<file path="src/rtl/sn_decode_if.sv">
// Register-bus and stream interface of the stochastic-to-binary decoder.
// The master side drives stream bits and bus writes; the slave side is the decoder.
interface sn_decode_if;
  logic        en;
  logic        sn_in_p;
  logic        sn_in_n;
  logic [31:0] data_in;
  logic        len_we;
  logic        start;
  logic        busy;
  logic        done;
  logic [31:0] result;
  logic        result_valid;

  modport master (
    output en, sn_in_p, sn_in_n, data_in, len_we, start,
    input  busy, done, result, result_valid
  );

  modport slave (
    input  en, sn_in_p, sn_in_n, data_in, len_we, start,
    output busy, done, result, result_valid
  );
endinterface

</file>
<file path="src/rtl/sn_decode.sv">
// Stochastic-to-binary decoder: accumulates a programmed number of stream bits into a
// signed 32-bit result using unipolar (0), bipolar (1) or two-line (2) encoding.
module sn_decode #(
  parameter logic [1:0] Mode = 2'd0
) (
  input logic       clk,
  input logic       rst_n,
  sn_decode_if.slave bus
);

  typedef enum logic [1:0] {StIdle, StRun, StFin} state_e;

  state_e             state_q, state_d;
  logic        [30:0] len_q, len_d;
  logic        [30:0] rem_q, rem_d;
  logic signed [31:0] acc_q, acc_d;
  logic signed [31:0] result_q, result_d;
  logic               valid_q, valid_d;
  logic signed [31:0] step;

  // Bit 31 of the length write is reserved.
  logic unused_data_msb;
  assign unused_data_msb = bus.data_in[31];

  // Signed contribution of the current stream bit.
  always_comb begin
    step = '0;
    case (Mode)
      2'd0: step = {31'd0, bus.sn_in_p};
      2'd1: step = bus.sn_in_p ? 32'sd1 : -32'sd1;
      2'd2: begin
        if (bus.sn_in_p && !bus.sn_in_n) begin
          step = 32'sd1;
        end else if (bus.sn_in_n && !bus.sn_in_p) begin
          step = -32'sd1;
        end
      end
      default: step = '0;
    endcase
  end

  always_comb begin
    state_d  = state_q;
    len_d    = len_q;
    rem_d    = rem_q;
    acc_d    = acc_q;
    result_d = result_q;
    valid_d  = valid_q;

    if (bus.len_we) begin
      len_d = bus.data_in[30:0];
    end

    unique case (state_q)
      StIdle: begin
        if (bus.start) begin
          // The old length is captured even when a length write lands in the same cycle.
          rem_d   = len_q;
          acc_d   = '0;
          valid_d = 1'b0;
          state_d = (len_q != '0) ? StRun : StFin;
        end
      end
      StRun: begin
        if (bus.en) begin
          acc_d = acc_q + step;
          rem_d = rem_q - 31'd1;
          if (rem_q == 31'd1) begin
            state_d = StFin;
          end
        end
      end
      StFin: begin
        result_d = acc_q;
        valid_d  = 1'b1;
        state_d  = StIdle;
      end
      default: state_d = StIdle;
    endcase
  end

  always_ff @(posedge clk or negedge rst_n) begin
    if (!rst_n) begin
      state_q  <= StIdle;
      len_q    <= '0;
      rem_q    <= '0;
      acc_q    <= '0;
      result_q <= '0;
      valid_q  <= 1'b0;
    end else begin
      state_q  <= state_d;
      len_q    <= len_d;
      rem_q    <= rem_d;
      acc_q    <= acc_d;
      result_q <= result_d;
      valid_q  <= valid_d;
    end
  end

  assign bus.busy         = (state_q == StRun);
  assign bus.done         = (state_q == StFin);
  assign bus.result       = result_q;
  assign bus.result_valid = valid_q;

endmodule

</file>
<file path="src/flat_wrapper.sv">
// flat-port wrapper written by rule: the top's interface ports become plain ports
module sn_decode_flat 
#(
  parameter logic [1:0] Mode = 2'd0
)
  (clk, rst_n, bus_en, bus_sn_in_p, bus_sn_in_n, bus_data_in, bus_len_we, bus_start, bus_busy, bus_done, bus_result, bus_result_valid);
  sn_decode_if bus_i ();
  input logic clk;
  input logic rst_n;
  input wire logic [$bits(bus_i.en)-1:0] bus_en;
  input wire logic [$bits(bus_i.sn_in_p)-1:0] bus_sn_in_p;
  input wire logic [$bits(bus_i.sn_in_n)-1:0] bus_sn_in_n;
  input wire logic [$bits(bus_i.data_in)-1:0] bus_data_in;
  input wire logic [$bits(bus_i.len_we)-1:0] bus_len_we;
  input wire logic [$bits(bus_i.start)-1:0] bus_start;
  output wire logic [$bits(bus_i.busy)-1:0] bus_busy;
  output wire logic [$bits(bus_i.done)-1:0] bus_done;
  output wire logic [$bits(bus_i.result)-1:0] bus_result;
  output wire logic [$bits(bus_i.result_valid)-1:0] bus_result_valid;
  assign bus_i.en = bus_en;
  assign bus_i.sn_in_p = bus_sn_in_p;
  assign bus_i.sn_in_n = bus_sn_in_n;
  assign bus_i.data_in = bus_data_in;
  assign bus_i.len_we = bus_len_we;
  assign bus_i.start = bus_start;
  assign bus_busy = bus_i.busy;
  assign bus_done = bus_i.done;
  assign bus_result = bus_i.result;
  assign bus_result_valid = bus_i.result_valid;
  sn_decode #(.Mode(Mode)) u_core (.clk(clk), .rst_n(rst_n), .bus(bus_i));
endmodule
</file>
<file path="config.mk">
export PLATFORM = sky130hd
export DESIGN_NAME = sn_decode_flat
export DESIGN_NICKNAME = d
export VERILOG_FILES = /design/src/rtl/sn_decode_if.sv /design/src/rtl/sn_decode.sv /design/src/flat_wrapper.sv
export SDC_FILE = /design/constraint.sdc
export NUM_CORES = 1
export LEC_CHECK = 0
export CAP_MARGIN = 10
export CORE_ASPECT_RATIO = 2
export CORE_MARGIN = 3
export CORE_UTILIZATION = 50
export DETAILED_ROUTE_END_ITERATION = 7
export PLACE_DENSITY = 0.73
export SYNTH_ARGS = -nofsm -noshare
export SYNTH_HDL_FRONTEND = slang
export SYNTH_SLANG_ARGS = --single-unit
export TNS_END_PERCENT = 1
</file>
<file path="constraint.sdc">
create_clock -name clk -period 2.85 [get_ports clk]
set_input_delay 0.57 -clock clk [delete_from_list [all_inputs] [get_ports clk]]
set_output_delay 0.57 -clock clk [all_outputs]
set_load 0.05 [all_outputs]
</file>
Yosys cells after proc, flatten, opt, wreduce, memory -nomap -nowiden
Index checks and enable logic that the tools add are counted.
- $add $sub $neg: 2
- multiply operators: 0
- div/mod/pow operators: 0
- magnitude comparators: 0
- equality and inequality tests: 6
- shifts and indexed selects: 0
- mux-type cells: 13
- bitwise operators: 0
- reductions and logical operators: 7
- operators with widths (cell ; number):
    two-way mux 32 bit ; 2
    one-hot mux 32 bit (2 select lines) ; 1
    two-way mux 31 bit ; 2
    one-hot mux 31 bit (2 select lines) ; 1
    adder 32 x 2 -> 32 bit ; 1
    == test 31 x 1 -> 1 bit (second input constant) ; 1
    nonzero test 31 bit ; 1
    subtractor 31 x 1 -> 31 bit (second input constant) ; 1
    two-way mux 2 bit ; 4
    AND reduction 3 bit ; 2
    != test 2 bit (second input constant) ; 2
    one-hot mux 2 bit (2 select lines) ; 1
    nonzero test 2 bit ; 2
    == test 2 x 1 -> 1 bit (second input constant) ; 1
    == test 2 bit (second input constant) ; 1
    logical NOT 2 bit ; 1
    != test 2 x 1 -> 1 bit (second input constant) ; 1
    one-hot mux 1 bit (2 select lines) ; 1
    AND reduction 2 bit ; 1
    two-way mux 1 bit ; 1
- register bits: 129
- bits in latches: 0
- bits in writable memories: 0
- ROM bits: 0
- bits of input ports: 39
- output and inout port bits: 35
- word-level logic and storage cells: 34
- memories: 0

Longest topological paths before layout
Gate-level depths: netlist of run 1.
- word-level depth: 4
- mapped depth: 8
- depth with buffers taken out: 7

Least setup slack after synthesis of run 1
Ideal clock, no wire load.
- path kind: register -> register
- from: register u_core.rem_q[11]
- to: register u_core.rem_q[18]
- library setup time: 0.126 ns
- arrival time: 2.090 ns
- required time: 2.724 ns
- path slack: 0.634 ns
- stages on the path, launching flop included: 7
- cells stage by stage: dfrtp_1 -> or4_4 -> or4b_1 -> buf_4 -> nor4_4 -> o21ai_1 -> a221o_1
- word-level cells in the longest chain between the ends: 3
- ends and longest elaborated chain (item ; line ; source):
    start: declaration ; sn_decode.sv:15 ; logic [30:0] rem_q, rem_d;
    start signal: assignment ; sn_decode.sv:93 ; rem_q <= rem_d;
    subtractor 31 x 1 -> 31 bit ; sn_decode.sv:67 ; rem_d = rem_q - 31'd1;
    two-way mux 31 bit ; sn_decode.sv:65 ; if (bus.en) begin
    one-hot mux 31 bit (2 select lines) ; sn_decode.sv:54 ; unique case (state_q)
Every way passes these cells. The select of a mux whose other input is x is not followed.
A chain may end at the register's enable or synchronous reset.

Worst setup path in the final report of run 1
- from: register u_core.state_q[0]
- to: output bus_busy
- word-level cells in the longest chain between the ends: 1
- ends and longest elaborated chain (item ; line ; source):
    start: declaration ; sn_decode.sv:13 ; state_e state_q, state_d;
    start signal: assignment ; sn_decode.sv:84 ; state_q <= StIdle;
    start signal: assignment ; sn_decode.sv:91 ; state_q <= state_d;
    == test 2 x 1 -> 1 bit ; sn_decode.sv:100 ; assign bus.busy = (state_q == StRun);
    end: declaration ; flat_wrapper.sv:16 ; output wire logic [$bits(bus_i.busy)-1:0] bus_busy;
Every way passes these cells.

==> out/summary.txt, run 1 <==
CTS tree - yes
initial antenna violation count - 0
Fin Setup TNS - 0 ns
relative slew slack - 57.5%
simple-gate share of the synthesized area - 18.0%
core area - 0.0119 mm2
minimum clock period - 2.60 ns
Ys Warns - 0
CTS resizes - 0
Power Density - 635 mW/mm2
Netlist Area Pre-Place - 0.00616 mm2
Synth area leader - dfrtp_1
most frequent cell after synthesis - dfrtp_1
Async SR Flop Fraction - 100%
Worst Setup EP - bus_busy
Post-synth top cells - 129 x dfrtp_1, 61 x mux2_2, 56 x nor2_1
syn nets - 609
Vias/cell - 6.06
Seq pwr share - 44.6%
fin crit share - 91.3%
Post-Syn Instances - 566
hpwl dp - 10,800 um
sequential area share after synthesis - 52.4%
Routed Antenna Nets - 0
postcts setup bufs - 0
worst endpoint data arrival time - 2.03 ns
Final Wtd Congestion - 0.900
die width - 84.5 um
Final Max Slew Viols - 0
syn_area_per_cell - 10.9 um2
outcome - finished clean
Comb pwr share - 12.3%
grt ovf - 0
detailed-route via count - 4,879
Final Setup Violations - 0
VDD IR-drop max - 0.000589 V
vias in the first global route - 5,147
CTS buffer count - 17
Top FF cell, synth - dfrtp_1
Clock Power Share - 43.1%
P_leak - 3.42 nW
chip height - 163 um
Int Power - 3.58 mW
layout cells sized above 1 - 20.8%
total power - 4.91 mW
Hold Vio Cnt, Final - 0
first-pass GRT wire length - 24,600 um
CTS root buf - clkbuf_16
WL/cell - 18.4 um
largest net degree at the start of global routing - 49
NetSw - 1.32 mW
Reg2Reg Setup Slack - 0.37 ns
Critical R2R Launch - u_core.rem_q[11]
CTS clock-pin slew for the worst setup and hold paths - 0.06 ns
largest family of logic cells by synthesized area - simple AND/OR/NAND/NOR gates
RSZ-0062 raised after global routing - no
cell mode on critical path - buf_4
Distinct cells, synth - 60
Synth-to-Final Area Change - 25.5%
crit-path cells - buf_4, nand2b_1, buf_4, inv_1, buf_12
R2R cell count - 5
Post-Route WL - 14,800 um
mux cell area share after synthesis - 12.8%
HP Class - in2async
Synth Area in Compound Gates - 9.93%
Fin Hold WS - 0.163 ns
highest-delay cell along the critical path - inv_1
Hold Buf Count CTS - 0
Synth top area share - 52.4%
clk buf depth - 2
startpoint types - flop
worst slew pin tran - 0.638 ns
# IOs - 74
DR iter-0 viols - 197
DRC - 0
Synth area leaders - dfrtp_1 52%, mux2_2 11%, nor2_1 3.4%
Adder-Cell Fraction of Synth Area - 0.813%
max-cap viol count - 0
Rows - 56
worst setup path category - reg2out
Switching Fraction - 27.0%
Synth Register Bits - 129
Max Freq - 384 MHz
die area - 0.0138 mm2
H-Tree Depth - 4
DRT Pass-1 Iters - 5
number of synthesized flops with an enable pin - 0
RR Endpoint - u_core.rem_q[25]
dpl cells - 774
GRT Util Overall - 22.6%
slowest stage delay, CP - 0.43 ns
Worst Path Required - 2.28 ns
Clk Latency, worst-skew pair - 0.42 ns
port buffer count - 71
Worst setup EP type - output port
# diodes - 0
Setup crit start - u_core.state_q[0]
final layout net count - 691
Setup Skew - 0.00906 ns
final std cells w/o fill - 805
Starting Density - 51.7%
clk sinks - 129
CP Max Fanout - 25
xor/xnor share of the synthesized area - 3.41%
-- state kept, by name (all words and copies together), names as in the netlist --
register and flops:
u_core.acc_q 32, u_core.bus.result 32, u_core.len_q 31, u_core.rem_q 31
u_core.state_q 2, u_core.bus.result_valid 1
-- cell families after synthesis --
logic type                 count (synthesis)
and+or+nand+nor                          206
buffers and inverters                     41
adders and majority gates                  4
muxes                                     71
DFF                                      129
xor gates and xnor gates                  24
AOI/OAI and AO/OA                         91
-- how the worst min path moves through the flow --
| stage | to | slack, ns | cells past startpoint |
|---|---|---|---|
| final | u_core.len_q[10] | 0.16 | 1 |
| after global routing | u_core.len_q[10] | 0.21 | 1 |
| after CTS | u_core.len_q[10] | 0.20 | 1 |
| after detailed placement | u_core.bus.result[18] | 0.47 | 2 |
| after global placement | u_core.bus.result[18] | 0.47 | 2 |
| after floorplan | u_core.acc_q[0] | 0.27 | 0 |
-- per-layer routing --
metal | global-route usage (%) | share of wire [%] | up-vias | wire length [um]
li1 | - | - | 2249 | -
met1 | 22.9 | 34 | 2410 | 5110
met2 | 42.0 | 57 | 162 | 8440
met3 | 4.20 | 4.0 | 58 | 592
met4 | 13.3 | 4.6 | 0 | 680
met5 | 0 | 0 | - | 0
-- power by group through the flow --
stage | clock [mW] | sequential (mW) | combinational, mW
after detailed placement | 0 | 2.21 | 0.602
after CTS | 2.13 | 2.18 | 0.607
after floorplan | 0 | 2.15 | 0.392
final | 2.12 | 2.19 | 0.602
after global placement | 0 | 2.20 | 0.582
after global routing | 2.22 | 2.21 | 0.666
-- through the flow --
step / cell area [um2] / utilization [%] / worst slack [ns]
6_report: 7730 / 64.9 / 0.248
3_3_place_gp: 7150 / 60.0 / 0.109
4_1_cts: 7730 / 64.9 / 0.271
3_5_place_dp: 7150 / 60.0 / 0.0444
2_1_floorplan: 6160 / - / 0.634
5_1_grt: 7730 / 64.9 / 0.154
-- cell usage in the layout, fill, tap and decap left out, types with 3 or more instances in the layout --
| master | n |
|---|---|
| nand2b_1 | 3 |
| o21ai_0 | 25 |
| clkdlybuf4s50_1 | 68 |
| or4_1 | 9 |
| dfrtp_1 | 129 |
| and4_1 | 5 |
| xor2_1 | 20 |
| nand3_1 | 18 |
| nor2_1 | 55 |
| clkbuf_16 | 17 |
| a211o_1 | 3 |
| buf_4 | 24 |
| mux2_2 | 61 |
| nand2_1 | 34 |
| a21oi_1 | 23 |
| a311oi_1 | 3 |
| o22ai_1 | 8 |
| o221a_2 | 6 |
| clkinv_2 | 3 |
| nand4_1 | 19 |
| xnor2_1 | 4 |
| nor4_1 | 12 |
| buf_12 | 4 |
| nor3_1 | 17 |
| and3_1 | 12 |
| or3_1 | 3 |
| clkinvlp_4 | 5 |
| mux2i_1 | 10 |
| ha_1 | 4 |
| inv_1 | 7 |
-- area by class of cell --
cell class	count	area [um2]
Clock buffer	18	439
Multi-Input combinational cell	396	2770
Timing Repair Buffer	96	941
Fill cell	962	4180
Inverter	8	30.0
Sequential cell	129	3230
Tap cell	145	181
Clock inverter	13	139
-- worst max-delay path, delay by kind of cell (launching register included) --
family                 cells  cell delay [ns]
buffers and inverters      4             1.13
DFF                        1             0.36
and+or+nand+nor            1             0.10
(Power assumes the default switching activity.)
==> inputs of run 2 (changes only) <==
Settings changed: CTS_CLUSTER_SIZE set to 25.
==> results of run 2 <==
The final DEF is identical to that of run 1; final timing and power are the same.
==> variant 1, RTL diff (flow settings as in run 1) <==
The 3 states of `state_e` get a one-hot encoding in 3 bits.
--- a/src/rtl/sn_decode.sv
+++ b/src/rtl/sn_decode.sv
@@ -10,3 +10,3 @@
 
-  typedef enum logic [1:0] {StIdle, StRun, StFin} state_e;
+  typedef enum logic [2:0] {StIdle = 3'b001, StRun = 3'b010, StFin = 3'b100} state_e;
 
Function: no difference found for any inputs over 4 cycles, from zero or initial values and one cycle with rst_n low; so few cycles prove little.
==> variant 1 against run 1 <==
First-iteration DRC count grew 19%. Area after synthesis grew 0.47%. Register-to-register slack gained 210 ps. Core utilization grew 0.51 points. Sequential cell count grew 1. Maximum frequency grew 8.5%. Worst setup slack gained 200 ps. Synthesized cell count grew 0.18%. Cell area grew 0.79%. Wire length grew 1.9%. Largest cell class unchanged.
Power is not compared: it rests on default switching activity, and its combinational part moved more than twofold at a synthesized area within 25%.
==> variant 1: results (changes against run 1) <==
First-pass GRT wire length -> 25500 microns (+3.7%)
CP Max Fanout -> 52 (+110%)
GRT Total Usage -> 23.1% (+0.51 points)
Top cells by count, synth -> dfrtp_1 (129), mux2_2 (63), nor2_1 (54)
Vias in the first global route -> 5195 (+0.93%)
Worst R2R Setup Slack -> 580 ps (+210 ps)
WL/cell -> 18.8 microns (+1.9%)
Maximum VDD drop -> 0.551 mV
DP Area -> 7140 sq um (-0.14%)
Worst Path Arrival -> 1830 ps (-200 ps)
Clock Skews -> 7.21 ps (-1.84 ps)
Post-Synthesis Mean Instance Area -> 10.9 sq um (+0.29%)
Status -> complete, no violations
Share of cells above drive strength 1 -> 20.9% (+0.15 points)
1st-iter DRT viols -> 235 (+19%)
Post-DP HPWL -> 10400 microns (-3.7%)
TritonRoute pass-1 iters -> 5 (unchanged)
Reg2reg path depth -> 5 (unchanged)
Compound-gate portion of the synthesized area -> 11.7% (+1.8 points)
# H-tree levels -> 4 (unchanged)
Root Buffer -> clkbuf_16
Largest net degree at the start of global routing -> 62 (+27%)
Synth Area in XOR/XNOR -> 3.68% (+0.27 points)
Critical R2R Launch -> u_core.rem_q[8]$_DFFE_PN0P_
Rel. slew slack -> 59.6% (+2.1 points)
Synth top area cells -> dfrtp_1 (52%), mux2_2 (11%), xor2_1 (3.4%), nor2_1 (3.3%), a21oi_1 (3.1%)
Net Count, Synth -> 610 (+0.16%)
Gp weighted congestion -> 0.885 (-1.7%)
Final #Nets -> 690 (-0.14%)
Critical R2R Capture -> u_core.rem_q[29]$_DFFE_PN0P_
Synth unique cells -> 65 (+8.3%)
Clock Latency Late Sink -> 420 ps (about the same)
Hold crit path type -> input pin to asynchronous set/reset pin
Vias/cell -> 6.14 (+1.4%)
Fill cells -> 935 (-2.8%)
Post-synth ARST share -> 100% (unchanged)
Clock-pin slew on the worst setup and hold paths -> 60 ps (about the same)
Post-synthesis mux area share -> 11.6% (-1.2 points)
Design area -> 7790 sq um (+0.79%)
Adder-cell share of the synthesized area -> 0.809% (-0.0038 points)
Sequential share of the synthesized area -> 52.6% (+0.18 points)
-- variant 1: cell types whose count changed in the layout (fill, tap and decap cells not counted), sizes merged, moves of 5 or more --
cell | before | now
nand2 | 34 | 28
o221a | 6 | 0
a22oi | 1 | 6
mux2i | 10 | 1
nand3 | 18 | 25
a21oi | 23 | 38
buf | 28 | 22
-- variant 1: metal layers --
| metal | up-vias | GRT usage [%] | share of wire (%) |
|---|---|---|---|
| met5 | - | 0 | 0 |
| met4 | 0 | 12.6 | 4.3 |
| met3 | 51 | 4.44 | 4.1 |
| met2 | 182 | 42.3 | 57 |
| met1 | 2456 | 24.4 | 35 |
| li1 | 2256 | - | - |
-- variant 1: cell type report --
cell class	count	share of cell area, %
clock buffer	19	5.68
tap	145	2.33
clock inverter	13	2.65
timing repair buffer	90	11.3
multi-input combinational	400	35.8
sequential	130	41.8
inverter	8	0.385
-- variant 1: logic make-up (layout without fill, tap and decap cells) --
group	count (synthesis)	after routing
flops	130	130
simple gates	193	193
buf+inv	37	130
fa+ha+maj	4	4
mux	64	64
compound gates	113	113
xor+xnor	26	26
-- variant 1: critical path, stage by stage (launching register included) --
cell      delay (ps)
dfrtp_1          430
nor2_1           100
nand2_1           80
clkinv_1          70
buf_4            430
buf_4            290
-- variant 1: per-stage QoR --
stage	hold slack [ps]	worst slack (ps)	std cells
final	53.3	451	805
after global routing	71.4	333	805
after CTS	55.5	441	805
after detailed placement	490	342	773
after global placement	481	400	773
after floorplan	274	766	567
-- variant 1: how the worst max path moves through the flow --
stage                             startpoint                             endpoint  slack [ps]  cells past startpoint
2_1_floorplan    u_core.rem_q[0]$_DFFE_PN0P_         u_core.rem_q[16]$_DFFE_PN0P_         770                      7
3_3_place_gp                     bus_sn_in_p          u_core.acc_q[9]$_DFFE_PN0P_         400                      8
3_5_place_dp                          bus_en  u_core.bus.result_valid$_DFFE_PN0P_         340                      5
4_1_cts        u_core.state_q[2]$_DFFE_PN0P_                             bus_busy         440                      5
5_1_grt          u_core.rem_q[0]$_DFFE_PN0P_         u_core.rem_q[16]$_DFFE_PN0P_         330                      7
6_report       u_core.state_q[2]$_DFFE_PN0P_                             bus_busy         450                      5
-- variant 1: power breakdown --
| part | switching [W] | internal (W) |
|---|---|---|
| sequential | 0.000355 | 0.00214 |
| combinational | 0.000781 | 0.000523 |
| clock | 0.000818 | 0.00158 |
==> variant 2, RTL diff (settings of run 1) <==
Made on the original files. `Mode` is set to 2'd0 in 2 places; all go to 2'd1.
--- a/src/rtl/sn_decode.sv
+++ b/src/rtl/sn_decode.sv
@@ -3,3 +3,3 @@
 module sn_decode #(
-  parameter logic [1:0] Mode = 2'd0
+  parameter logic [1:0] Mode = 2'd1
 ) (
--- a/src/flat_wrapper.sv
+++ b/src/flat_wrapper.sv
@@ -3,3 +3,3 @@
 #(
-  parameter logic [1:0] Mode = 2'd0
+  parameter logic [1:0] Mode = 2'd1
 )
Formal check against the unedited RTL: not equivalent (Yosys sat finds a counterexample within 10 cycles, from zero or initial values and one cycle with rst_n low).
==> variant 2 against run 1 <==
Cell count increased by 39%. Cell area is 27% higher. Largest cell class is now multi-input combinational cells. Area after synthesis increased by 20%. Critical path depth increased by 2. Wire length up 41%. Maximum frequency fell by 4.0%. Via count increased by 39%. Worst setup slack got worse by 110 ps. Sequential cell count stayed put. Global-route usage up 3.5 points. Synthesized cell count grew 32%.
Power is not compared: it rests on default switching activity, and its combinational part moved more than twofold at a synthesized area within 25%.
==> variant 2: results (changes against run 1) <==
Design area -> 9820 sq um (+27%)
WL final -> 20900 microns (+41%)
Max clock buf depth -> 2 (unchanged)
Synth unique cells -> 62 (+3.3%)
Post-synthesis cell count -> 748 (+32%)
Rel. slew slack -> 44.7% (-13 points)
Sequential share of the synthesized area -> 43.8% (-8.6 points)
Post-synth ARST share -> 100% (unchanged)
Post-synthesis mux area share -> 12.0% (-0.81 points)
Worst Setup EP -> u_core.rem_q[28]$_DFFE_PN0P_
Post-DP HPWL -> 15400 microns (+43%)
Compound-gate portion of the synthesized area -> 18.3% (+8.4 points)
Worst R2R Setup Slack -> 140 ps (-230 ps)
GRT Total Usage -> 26.1% (+3.5 points)
Clock-pin slew on the worst setup and hold paths -> 60 ps (about the same)
Gp weighted congestion -> 0.881 (-2.1%)
Reg2reg path depth -> 7 (+2)
Hold crit path type -> input pin to asynchronous set/reset pin
Clock Latency Late Sink -> 410 ps
Met3 layer usage reported by global route -> 4.50% (+0.29 points)
Synth top area cells -> dfrtp_1 (44%), mux2_2 (9.9%), ha_1 (5.4%), a21oi_1 (4.5%), nand2_1 (3.5%)
Post-route minimum period -> 2710 ps (+107 ps)
CTS Buf Count -> 17 (unchanged)
Worst Path Arrival -> 3030 ps (+1000 ps)
Synth top area share -> 43.8% (-8.6 points)
Top delay family on crit path -> simple AND/OR/NAND/NOR gates
First-pass GRT wire length -> 34100 microns (+39%)
Top cells by count, synth -> dfrtp_1 (129), nand2_1 (68), a21oi_1 (66)
Root Buffer -> clkbuf_16
Synth Area in XOR/XNOR -> 2.02% (-1.4 points)
Crit-path max cell delay -> 570 ps (+140 ps)
Vias/cell -> 6.08 (+0.38%)
Global-route met1 utilization -> 26.2% (+3.2 points)
DP Area -> 9180 sq um (+28%)
CP startpoint -> u_core.rem_q[15]$_DFFE_PN0P_
Clock Skews -> 9.83 ps (+0.778 ps)
Slowest library cell on the worst path -> or4_4
Net Count, Synth -> 820 (+35%)
Fill cells -> 1140 (+19%)
Met2 Usage GRT -> 50.5% (+8.5 points)
Maximum VDD drop -> 0.571 mV
Final #Nets -> 986 (+43%)
1st-iter DRT viols -> 409 (+110%)
Status -> complete, no violations
Total number of vias -> 6802 (+39%)
Vias in the first global route -> 7248 (+41%)
Share of cells above drive strength 1 -> 26.7% (+5.9 points)
Largest net degree at the start of global routing -> 54 (+10%)
DP Worst Slack -> -854 ps (-898 ps)
Adder-cell share of the synthesized area -> 5.70% (+4.9 points)
Leakage -> 4.32 nW
CP Max Fanout -> 5 (-80%)
Hold_ws -> 134 ps (-29.1 ps)
variant 2: per-layer routing:
layer / wire, microns / part of all wire (%)
met1: 7420 / 36
met2: 11800 / 57
met3: 823 / 3.9
met4: 834 / 4.0
met5: 0 / 0
variant 2: where the power goes:
| part | leakage, nW | total (W) | switching (W) | internal, W |
|---|---|---|---|---|
| logic | 2.44 | 0.00446 | 0.00223 | 0.00223 |
| clock network | 0.242 | 0.00193 | 0.000820 | 0.00111 |
| registers | 1.64 | 0.00272 | 0.000476 | 0.00224 |
| total | 4.32 | 0.00910 | 0.00352 | 0.00558 |
variant 2: layout make-up:
cell class,count,area [sq um],share of cell area (%)
clock buffer,19,433,4.41
clock inverter,12,87.6,0.892
inverter,14,56.3,0.573
multi-input combinational,566,4140,42.1
sequential,129,3230,32.9
tap,192,240,2.45
timing repair buffer,186,1640,16.7
variant 2: what timing repair did:
item	in CTS	in global routing
gates resized for setup	10	13
pin swaps	5	4
setup endpoints to repair	16	15
buffers inserted	0	1
